$ cat src/rtl/wb_arb_pkg.sv
// wb_arb_pkg: shared widths, queue entry type and register one-hot helper for the write-port arbiter.
package wb_arb_pkg;
    localparam int REG_ADDR_W = 5;
    localparam int DATA_W     = 32;
    localparam int NUM_REGS   = 1 << REG_ADDR_W;

    typedef struct packed {
        logic [REG_ADDR_W-1:0] rw;
        logic [DATA_W-1:0]     data;
    } wb_entry_t;

    function automatic logic [NUM_REGS-1:0] onehot_reg(input logic [REG_ADDR_W-1:0] rw);
        return NUM_REGS'(1) << rw;
    endfunction
endpackage

$ cat src/rtl/wb_arb_fifo.sv
// wb_arb_fifo: in-order queue of MDU results; exposes every slot plus its valid bit for hazard masking.
module wb_arb_fifo
    import wb_arb_pkg::*;
#(
    parameter int DEPTH = 2
) (
    input  logic                  clk,
    input  logic                  rst_n,
    input  logic                  push,
    input  wb_entry_t             din,
    input  logic                  pop,
    output wb_entry_t             head,
    output logic                  full,
    output logic                  empty,
    output wb_entry_t [DEPTH-1:0] entries,
    output logic      [DEPTH-1:0] valid
);
    localparam int AW = $clog2(DEPTH);
    localparam int CW = AW + 1;

    wb_entry_t [DEPTH-1:0] mem;
    logic [DEPTH-1:0] vld;
    logic [AW-1:0] wp, rp;
    logic [CW-1:0] cnt;

    // Callers only push when not full and pop when not empty, so wp != rp whenever both happen.
    always_ff @(posedge clk) begin
        if (!rst_n) begin
            wp  <= '0;
            rp  <= '0;
            cnt <= '0;
            vld <= '0;
        end else begin
            if (push) begin
                mem[wp] <= din;
                vld[wp] <= 1'b1;
                wp      <= wp + AW'(1);
            end
            if (pop) begin
                vld[rp] <= 1'b0;
                rp      <= rp + AW'(1);
            end
            cnt <= cnt + CW'(push) - CW'(pop);
        end
    end

    assign head    = mem[rp];
    assign full    = cnt == CW'(DEPTH);
    assign empty   = cnt == '0;
    assign entries = mem;
    assign valid   = vld;
endmodule

$ cat src/rtl/wb_write_arbiter.sv
// wb_write_arbiter: shares the register-file write port between WB (always wins) and queued MDU results.
// Optional starvation guard enabled by defining WBARB_STARVE_GUARD_EN.
module wb_write_arbiter
    import wb_arb_pkg::*;
#(
    parameter int DEPTH        = 2,
    parameter int STARVE_LIMIT = 8
) (
    input  logic                  clk,
    input  logic                  rst_n,
    input  logic                  wb_regwe,
    input  logic [REG_ADDR_W-1:0] wb_rw,
    input  logic [DATA_W-1:0]     wb_din,
    input  logic                  mdu_valid,
    input  logic [REG_ADDR_W-1:0] mdu_rw,
    input  logic [DATA_W-1:0]     mdu_data,
    output logic                  mdu_ready,
    output logic                  rf_we,
    output logic [REG_ADDR_W-1:0] rf_rw,
    output logic [DATA_W-1:0]     rf_din,
    output logic [NUM_REGS-1:0]   pend_mask,
    output logic                  stall_req
);
    if (DEPTH < 2 || (DEPTH & (DEPTH - 1)) != 0 || STARVE_LIMIT < 1) begin : g_param_check
        $error("wb_write_arbiter: DEPTH must be a power of two >= 2 and STARVE_LIMIT >= 1");
    end

    wb_entry_t             head;
    wb_entry_t [DEPTH-1:0] entries;
    logic      [DEPTH-1:0] valid;
    logic full, empty, push, pop, wb_hit;

    // A $0 pipeline write is suppressed and leaves the port idle; a $0 MDU result is accepted and dropped.
    assign wb_hit    = wb_regwe && wb_rw != '0;
    assign pop       = rst_n && !wb_hit && !empty;
    assign push      = rst_n && mdu_valid && !full && mdu_rw != '0;
    assign mdu_ready = !rst_n || !full;

    wb_arb_fifo #(.DEPTH(DEPTH)) u_fifo (
        .clk     (clk),
        .rst_n   (rst_n),
        .push    (push),
        .din     ('{rw: mdu_rw, data: mdu_data}),
        .pop     (pop),
        .head    (head),
        .full    (full),
        .empty   (empty),
        .entries (entries),
        .valid   (valid)
    );

    assign rf_we  = rst_n && (wb_hit || !empty);
    assign rf_rw  = !rst_n ? '0 : wb_hit ? wb_rw  : !empty ? head.rw   : '0;
    assign rf_din = !rst_n ? '0 : wb_hit ? wb_din : !empty ? head.data : '0;

    always_comb begin
        pend_mask = '0;
        for (int i = 0; i < DEPTH; i++)
            pend_mask |= (rst_n && valid[i]) ? onehot_reg(entries[i].rw) : '0;
    end

`ifdef WBARB_STARVE_GUARD_EN
    localparam int SW = $clog2(STARVE_LIMIT + 1);
    logic [SW-1:0] wait_cnt;

    always_ff @(posedge clk) begin
        if (!rst_n || empty || pop)
            wait_cnt <= '0;
        else if (wait_cnt != SW'(STARVE_LIMIT))
            wait_cnt <= wait_cnt + SW'(1);
    end

    assign stall_req = rst_n && wait_cnt == SW'(STARVE_LIMIT);
`else
    assign stall_req = 1'b0;
`endif
endmodule

$ cat config.mk
export PLATFORM = sky130hd
export DESIGN_NAME = wb_write_arbiter
export DESIGN_NICKNAME = d
export VERILOG_FILES = /design/src/rtl/wb_arb_pkg.sv /design/src/rtl/wb_arb_fifo.sv /design/src/rtl/wb_write_arbiter.sv
export SDC_FILE = /design/constraint.sdc
export NUM_CORES = 1
export LEC_CHECK = 0
export ABC_AREA = 0
export CAP_MARGIN = 20
export CORE_MARGIN = 5
export CORE_UTILIZATION = 25
export CTS_BUF_LIST = sky130_fd_sc_hd__clkbuf_2 sky130_fd_sc_hd__clkbuf_4 sky130_fd_sc_hd__clkbuf_8
export DETAILED_ROUTE_END_ITERATION = 10
export DONT_BUFFER_PORTS = 1
export PLACE_DENSITY = 0.37
export SYNTH_ARGS = -nofsm -noshare
export SYNTH_HDL_FRONTEND = slang
export SYNTH_HIERARCHICAL = 1
export SYNTH_SLANG_ARGS = --single-unit
$ cat constraint.sdc
create_clock -name clk -period 2.75 [get_ports clk]
set_input_delay 0.1375 -clock clk [delete_from_list [all_inputs] [get_ports clk]]
set_output_delay 0.1375 -clock clk [all_outputs]
set_load 0.02 [all_outputs]
==> results of run 1 <==
-- repair_timing --
action	CTS	global route
hold buffers	38	0
endpoints found under the setup margin	0	6
endpoints found under the hold margin	80	0
-- metal layers --
| layer | track usage [%] | share of wire [%] | vias to the layer above |
|---|---|---|---|
| met5 | 0 | 0 | - |
| met4 | 2.95 | 1.0 | 0 |
| met3 | 5.42 | 8.8 | 11 |
| met2 | 22.6 | 45 | 183 |
| met1 | 18.9 | 45 | 2055 |
| li1 | - | - | 1878 |
-- critical path: stages, from the launching register on --
cell	delay [ns]
dfxtp_1	0.51
nor2_4	0.21
clkinv_1	0.07
buf_4	0.38
a41oi_1	0.18
a21oi_1	0.53
-- area by class of cell --
class                      instances  area [um^2]
fill                            2062        13700
multi-input combinational        315         2370
sequential                        80         2340
timing repair buffer              51          503
tap                              265          332
clock buffer                      13          173
clock inverter                     3         40.0
inverter                           6         22.5
-- kinds of logic after synthesis --
logic type	share of synthesized area (%)
other	0.0754
buffers and inverters	5.91
xor gates and xnor gates	0.805
muxes	8.38
adders and majority gates	0.503
DFF	47.1
AOI/OAI and AO/OA	24.9
and+or+nand+nor	12.3
-- how the worst max path moves through the flow --
stage	slack [ns]	start	depth (start not counted)	to
2_1_floorplan	0.36	u_fifo/cnt[1]	4	u_fifo/entries[0]
3_3_place_gp	0.52	u_fifo/cnt[0]	6	u_fifo/cnt[0]
3_5_place_dp	0.41	u_fifo/cnt[0]	7	u_fifo/cnt[1]
4_1_cts	0.15	u_fifo/cnt[0]	5	rf_din[5]
5_1_grt	0.20	u_fifo/cnt[1]	5	rf_din[31]
6_report	0.38	u_fifo/cnt[1]	5	rf_din[31]
-- layout by cell type (no fill, tap or decap), types with 3 or more instances in the layout --
master         instances
clkbuf_8              12
buf_4                 11
a21oi_1               35
nor3b_1               32
edfxtp_1              74
a41oi_1               32
nor2_1                 7
inv_1                  4
nand2_1               12
nor2_4                 3
nand2b_1              16
dfxtp_1                5
o311a_1               32
or2_2                  5
mux2_2                37
dlygate4sd3_1         38
o22ai_1               32
o21ai_0                3
nand3_1                7
nor2b_1                3
a31oi_1               32
-- report_power, final --
part	internal (mW)	switching [mW]	leakage (nW)
combinational	0.297	0.520	0.868
clock	0.502	0.426	0.113
sequential	1.38	0.0470	0.721
total	2.18	0.993	1.70
-- registers in the layout (all words and copies together), names as in the netlist --
| signal | count |
|---|---|
| u_fifo/entries | 74 |
| u_fifo/cnt | 2 |
| u_fifo/valid | 2 |
| u_fifo/rp | 1 |
| u_fifo/wp | 1 |
==> impl_metrics.ini, run 1 <==
[clock_tree]
cts_max_level = 3
cts_buffers = 9
worstSkewPairLatency_ns = 0.36
cts_buffer_depth = 2
cts.repair.resized = 0
numClockSinks = 80
root_buffer = clkbuf_8
path_clk_slew_ns = 0.08
cts_tree = built
postCtsSetupBuffers = 0

[hold_path]
hold_depth = 2
hold_class = input pin to register
min_to = u_fifo/entries[33]
min_from = rst_n

[global_routing]
grt_usage_pct = 14.3
grt_pass1_vias = 4046
antenna_found_initial = 0
grt_start_max_net_pins = 104
overflow = 0
grt_pass1_wl_mm = 24.8

[floorplan]
die_area_mm2 = 0.0228
rows = 51
die_w_um = 151
initial_core_util_pct = 25.5
core-area_mm2 = 0.0195
die_h_um = 151
pin_count = 150

[worst_setup_path]
crit_path_start_kind = register
reg2reg_depth = 7
required_ns = 2.61
reg2reg_from = u_fifo/cnt[1]
r2r_slack_ns = 0.61
crit_type = register to output port
crit_fanout = 35
rr_endpoint = u_fifo/cnt[1]
end_kind = output port
worstPathArrival_ns = 2.23

[detailed_routing]
vias_per_cell = 5.63
drc_errors = 0
dr.first_iter.drc_count = 219
ant_nets = 0
vias = 4127
drt-wirelength-per-cell_um = 23.5
dr.pass1.iters = 4
wirelength_mm = 17.2

[sta]
worstMarginPinSlew_ns = 1.06
whs_ns = 0.126
fin_crit_sh_pct = 86.2
finalSetupTns_ns = 0
hold_viol_final = 0
finClkSkew_ns = 0.00996
fmax_mhz = 422
setup_slack_ns = 0.381
grt_setup_unrepaired = no
setup_viol = 0
relSlewSlack_pct = 29.4
period_minus_slack_ns = 2.37
slew_viol_final = 0

[place]
place_area_mm2 = 0.00518
io_buffer_count = 0
dpl.cell_count = 678
place.gp.congestion = 0.740
dpl.hpwl_mm = 11.1
dp_slack_ns = 0.411

[yosys]
ys_seq_area_share_pct = 47.1
synth_top_area_share_pct = 44.7
synth_cells = 449
yosys.cell_types.count = 40
synth_top_cell_by_area = edfxtp_1
ys_seq_elements = 80
synth_flop_cell = edfxtp_1
synth_edf_count = 74
syn_avg_cell_area_um2 = 11.1
synthArstFlopShare_pct = 0
syn-num-nets = 529
ys_warn_count = 6
synth_commonest_cells = 74 x edfxtp_1, 37 x mux2_2, 35 x a21oi_1
synth_area_mm2 = 0.00497
synth.area.top_cells = edfxtp_1 45%, mux2_2 8.4%, o311a_1 6.4%
yosysMostFrequentCell = edfxtp_1

[status]
status = finished, final reports clean

[run]
drv_cap = 0

[power]
fin_total_pwr_mw = 3.17
powerDensity_mw_per_mm2 = 549
leakage_nw = 1.70
vdd_ir_drop_max_mv = 0.230

[final_layout]
finalNonFillerCells = 733
diodes = 0
finalInstanceArea_mm2 = 0.00578
fin_nets = 543
drive_gt1_share_pct = 16.9
final_util_pct = 29.6
area_delta_synth_final_pct = 16.2
Power figures use the tool's default switching activity.
==> inputs of run 2 (changes only) <==
CAP_MARGIN = 25   (was 20)
CTS_CLUSTER_SIZE = 24   (was not set)
MAX_ROUTING_LAYER = met4   (was not set)
==> run 2 against run 1 <==
  * Critical path depth unchanged
  * Sequential share of layout area unchanged
  * Register-to-register slack hardly changed
  * Non-clock buffer count stayed put
  * Count of clock-buffer cells in the layout unchanged
  * Critical endpoint unchanged
==> impl_metrics.ini, run 2 (same netlist as run 1, synthesis figures left out) <==
[detailed_routing]
ant_nets = 0
dr.pass1.iters = 5
vias_per_cell = 5.56
dr.first_iter.drc_count = 237
wirelength_mm = 17.1
drt-wirelength-per-cell_um = 23.4
vias = 4078
drc_errors = 0

[final_layout]
most-common-layout-cells = 74 x edfxtp_1, 38 x dlygate4sd3_1, 37 x mux2_2, 35 x a21oi_1
layout_commonest_cell = edfxtp_1
area_delta_synth_final_pct = 16.2
fin_nets = 543
finalInstanceArea_mm2 = 0.00578
diodes = 0
largest_register_ffs = 74
drive_gt1_share_pct = 16.9

[floorplan]
die_area_mm2 = 0.0228
pin_count = 150
rows = 51
die_w_um = 151
die_h_um = 151
initial_core_util_pct = 25.5
core-area_mm2 = 0.0195

[sta]
period_minus_slack_ns = 2.38
finalSetupTns_ns = 0
worstMarginPinSlew_ns = 1.05
setup_viol = 0
hold_viol_final = 0
grt_setup_unrepaired = no
relSlewSlack_pct = 30.1
slew_viol_final = 0
fin_crit_sh_pct = 86.6
setup_slack_ns = 0.369
finClkSkew_ns = 0.0106
fmax_mhz = 420

[clock_tree]
cts_buffer_depth = 2
postCtsSetupBuffers = 0
root_buffer = clkbuf_8
cts.repair.resized = 0
worstSkewPairLatency_ns = 0.36
cts_max_level = 3
cts_buffers = 9
numClockSinks = 80
path_clk_slew_ns = 0.08
cts_tree = built

[worst_setup_path]
worstPathArrival_ns = 2.24
crit_type = register to output port
required_ns = 2.61
crit_fanout = 35
crit_path_start_kind = register
r2r_slack_ns = 0.62
end_kind = output port

[power]
powerDensity_mw_per_mm2 = 548
leakage_nw = 1.70
vdd_ir_drop_max_mv = 0.226

[place]
place.gp.congestion = 0.749
dp_slack_ns = 0.411
io_buffer_count = 0
dpl.hpwl_mm = 11.1
place_area_mm2 = 0.00518

[global_routing]
grt_pass1_vias = 4064
overflow = 0
antenna_found_initial = 0
grt_pass1_wl_mm = 24.8
grt_usage_pct = 14.8
grt_start_max_net_pins = 104

[run]
drv_cap = 0

[hold_path]
hold_class = input pin to register

[status]
status = finished, final reports clean
-- run 2: cell counts in the layout (fill, tap and decap cells not counted) --
No cell type changed its count.
-- run 2: where the power goes --
part           switching, mW  internal, mW  total [mW]
clock                  0.422         0.501       0.923
sequential            0.0477          1.38        1.43
combinational          0.519         0.297       0.816
total                  0.989          2.18        3.17
-- run 2: layer usage --
metal / track usage [%] / wire length, um / share of wire (%)
met5: - / 0 / 0
met4: 2.95 / 179 / 1.0
met3: 5.09 / 1480 / 8.6
met2: 22.6 / 7860 / 46
met1: 19.1 / 7620 / 44
-- run 2: final cells by class --
type	instances	area, um^2
multi-input combinational	315	2370
clock buffer	13	173
sequential	80	2340
clock inverter	3	40.0
fill	2062	13700
inverter	6	22.5
tap	265	332
timing repair buffer	51	503
-- run 2: path summary, 6_finish.rpt --
kind / start / to / cells after the start
setup / recovery: u_fifo/cnt[1] / rf_din[31] / 5
hold / removal: rst_n / u_fifo/entries[33] / 2
setup reg to reg: u_fifo/cnt[1] / u_fifo/cnt[1] / 7
hold reg to reg: u_fifo/valid[1] / u_fifo/valid[1] / 2
-- run 2: critical path: stages, from the launching register on --
cell and delay (ns):
dfxtp_1 0.51, nor2_4 0.21, clkinv_1 0.07, buf_4 0.37, a41oi_1 0.18, a21oi_1 0.53
-- run 2: timing repair --
item | 4_1_cts | 5_1_grt
endpoints found under the hold margin | 80 | 0
endpoints found under the setup margin | 0 | 8
hold buffers | 38 | 0
-- run 2: per-stage QoR --
step | instances | utilization (%) | power [mW] | hold slack [ns]
final | 733 | 29.6 | 3.17 | 0.124
after detailed placement | 678 | 26.5 | 2.20 | 0.236
after global placement | 678 | 26.5 | 2.19 | 0.236
after floorplan | 449 | - | 2.06 | 0.236
after CTS | 732 | 29.6 | 3.20 | 0.0987
after global routing | 733 | 29.6 | 3.34 | 0.0974
==> inputs of run 3 (changes only) <==
CTS_BUF_LIST = sky130_fd_sc_hd__clkbuf_4   (was sky130_fd_sc_hd__clkbuf_2 sky130_fd_sc_hd__clkbuf_4 sky130_fd_sc_hd__clkbuf_8)
==> run 3 against run 2 <==
  * Setup slack worse by 0.092 ns
  * Register-to-register slack hardly changed
  * Highest routed layer unchanged
  * Critical path depth stayed put
==> impl_metrics.ini, run 3 (same netlist as run 1, synthesis figures left out) <==
[status]
status = finished, final reports clean

[detailed_routing]
drc_errors = 0
vias = 4108
wirelength_mm = 17.2
drt-wirelength-per-cell_um = 23.4
dr.first_iter.drc_count = 219
dr.pass1.iters = 5
vias_per_cell = 5.59
ant_nets = 0

[sta]
grt_setup_unrepaired = no
setup_viol = 0
finalSetupTns_ns = 0
hold_viol_final = 0
slew_viol_final = 0
worstMarginPinSlew_ns = 1.09
period_minus_slack_ns = 2.47
setup_slack_ns = 0.277
fin_crit_sh_pct = 89.9
finClkSkew_ns = 0.0169
relSlewSlack_pct = 27.6
fmax_mhz = 404

[power]
fin_total_pwr_mw = 2.93
vdd_ir_drop_max_mv = 0.173
pwr-share-seq_pct = 48.8
combPwrFrac_pct = 28.1
p_int_mw = 1.95
switching_share_pct = 33.2
leakage_nw = 1.66
power.clock.fraction_pct = 23.2
p_switching_uw = 972
powerDensity_mw_per_mm2 = 513

[clock_tree]
cts_buffer_depth = 2
numClockSinks = 80
cts_max_level = 3
postCtsSetupBuffers = 0
cts_buffers = 9
root_buffer = clkbuf_4
worstSkewPairLatency_ns = 0.44
cts_tree = built
path_clk_slew_ns = 0.13

[global_routing]
antenna_found_initial = 1
grt_usage_pct = 14.8
grt_pass1_vias = 4064
grt_start_max_net_pins = 104
grt_pass1_wl_mm = 24.7
overflow = 0

[place]
place.gp.congestion = 0.749
dpl.hpwl_mm = 11.1
dpl.cell_count = 678
dp_slack_ns = 0.411
io_buffer_count = 0

[worst_setup_path]
crit_type = register to output port
crit_path_start_kind = register
worstPathArrival_ns = 2.34
crit_fanout = 35
required_ns = 2.61
end_kind = output port

[final_layout]
area_delta_synth_final_pct = 14.6
finalNonFillerCells = 735
most-common-layout-cells = 74 x edfxtp_1, 38 x dlygate4sd3_1, 37 x mux2_2, 35 x a21oi_1
drive_gt1_share_pct = 16.2
layout_commonest_cell = edfxtp_1
largest_register_ffs = 74
fin_nets = 543

[floorplan]
pin_count = 150
die_w_um = 151
initial_core_util_pct = 25.5
core-area_mm2 = 0.0195
die_area_mm2 = 0.0228
rows = 51
die_h_um = 151

[hold_path]
hold_class = input pin to register

[run]
drv_cap = 0
## run 3: changes by cell type in the layout (fill, tap and decap cells not counted)
cell      previous run  this run
diode_2              0         2
clkinv_1             2         5
clkbuf_8            12         0
clkbuf_4             1        10
## run 3: final cells by class
cell class | count | area [um^2]
well taps | 265 | 332
inverters | 6 | 22.5
clock buffers | 10 | 75.1
repair buffers | 51 | 503
diodes | 2 | 5.00
fillers | 2074 | 13800
clock inverters | 6 | 51.3
flip-flops and latches | 80 | 2340
multi-input cells | 315 | 2370
## run 3: routing by layer
metal  GRT usage, %  share of wire (%)
met1           19.1                 45
met2           22.6                 46
met3           5.09                8.1
met4           3.08               0.93
met5              -                  0
## run 3: final timing paths
path,from,to,slack [ns],cells past startpoint
min,rst_n,u_fifo/wp,0.14,5
min reg2reg,u_fifo/valid[1],u_fifo/valid[1],0.55,2
max reg2reg,u_fifo/cnt[1],u_fifo/cnt[1],0.62,7
max,u_fifo/cnt[1],rf_din[31],0.28,5
## run 3: power by group through the flow
stage          logic [mW]  clock network, mW  registers [mW]
2_1_floorplan       0.630                  0            1.43
3_3_place_gp        0.740                  0            1.45
3_5_place_dp        0.753                  0            1.45
4_1_cts             0.811              0.718            1.42
5_1_grt             0.892              0.768            1.43
6_report            0.821              0.678            1.43
## run 3: worst max-delay path, stage by stage, from the launching register on
cell	delay, ns
dfxtp_1	0.52
nor2_4	0.21
clkinv_1	0.07
buf_4	0.38
a41oi_1	0.18
a21oi_1	0.53
## run 3: metrics by stage
stage                     util (%)  hold slack (ns)  instance area, um^2
after global routing          29.2            0.127                 5700
final                         29.2            0.136                 5700
after global placement        26.5            0.236                 5180
after CTS                     29.1           0.0795                 5690
after floorplan                  -            0.236                 4980
after detailed placement      26.5            0.236                 5180
## run 3: repair_timing
| action | in CTS | in global routing |
|---|---|---|
| hold buffers | 38 | 0 |
| hold endpoints to repair | 87 | 0 |
| gates resized for setup | 0 | 0 |
| setup endpoints to repair | 0 | 32 |
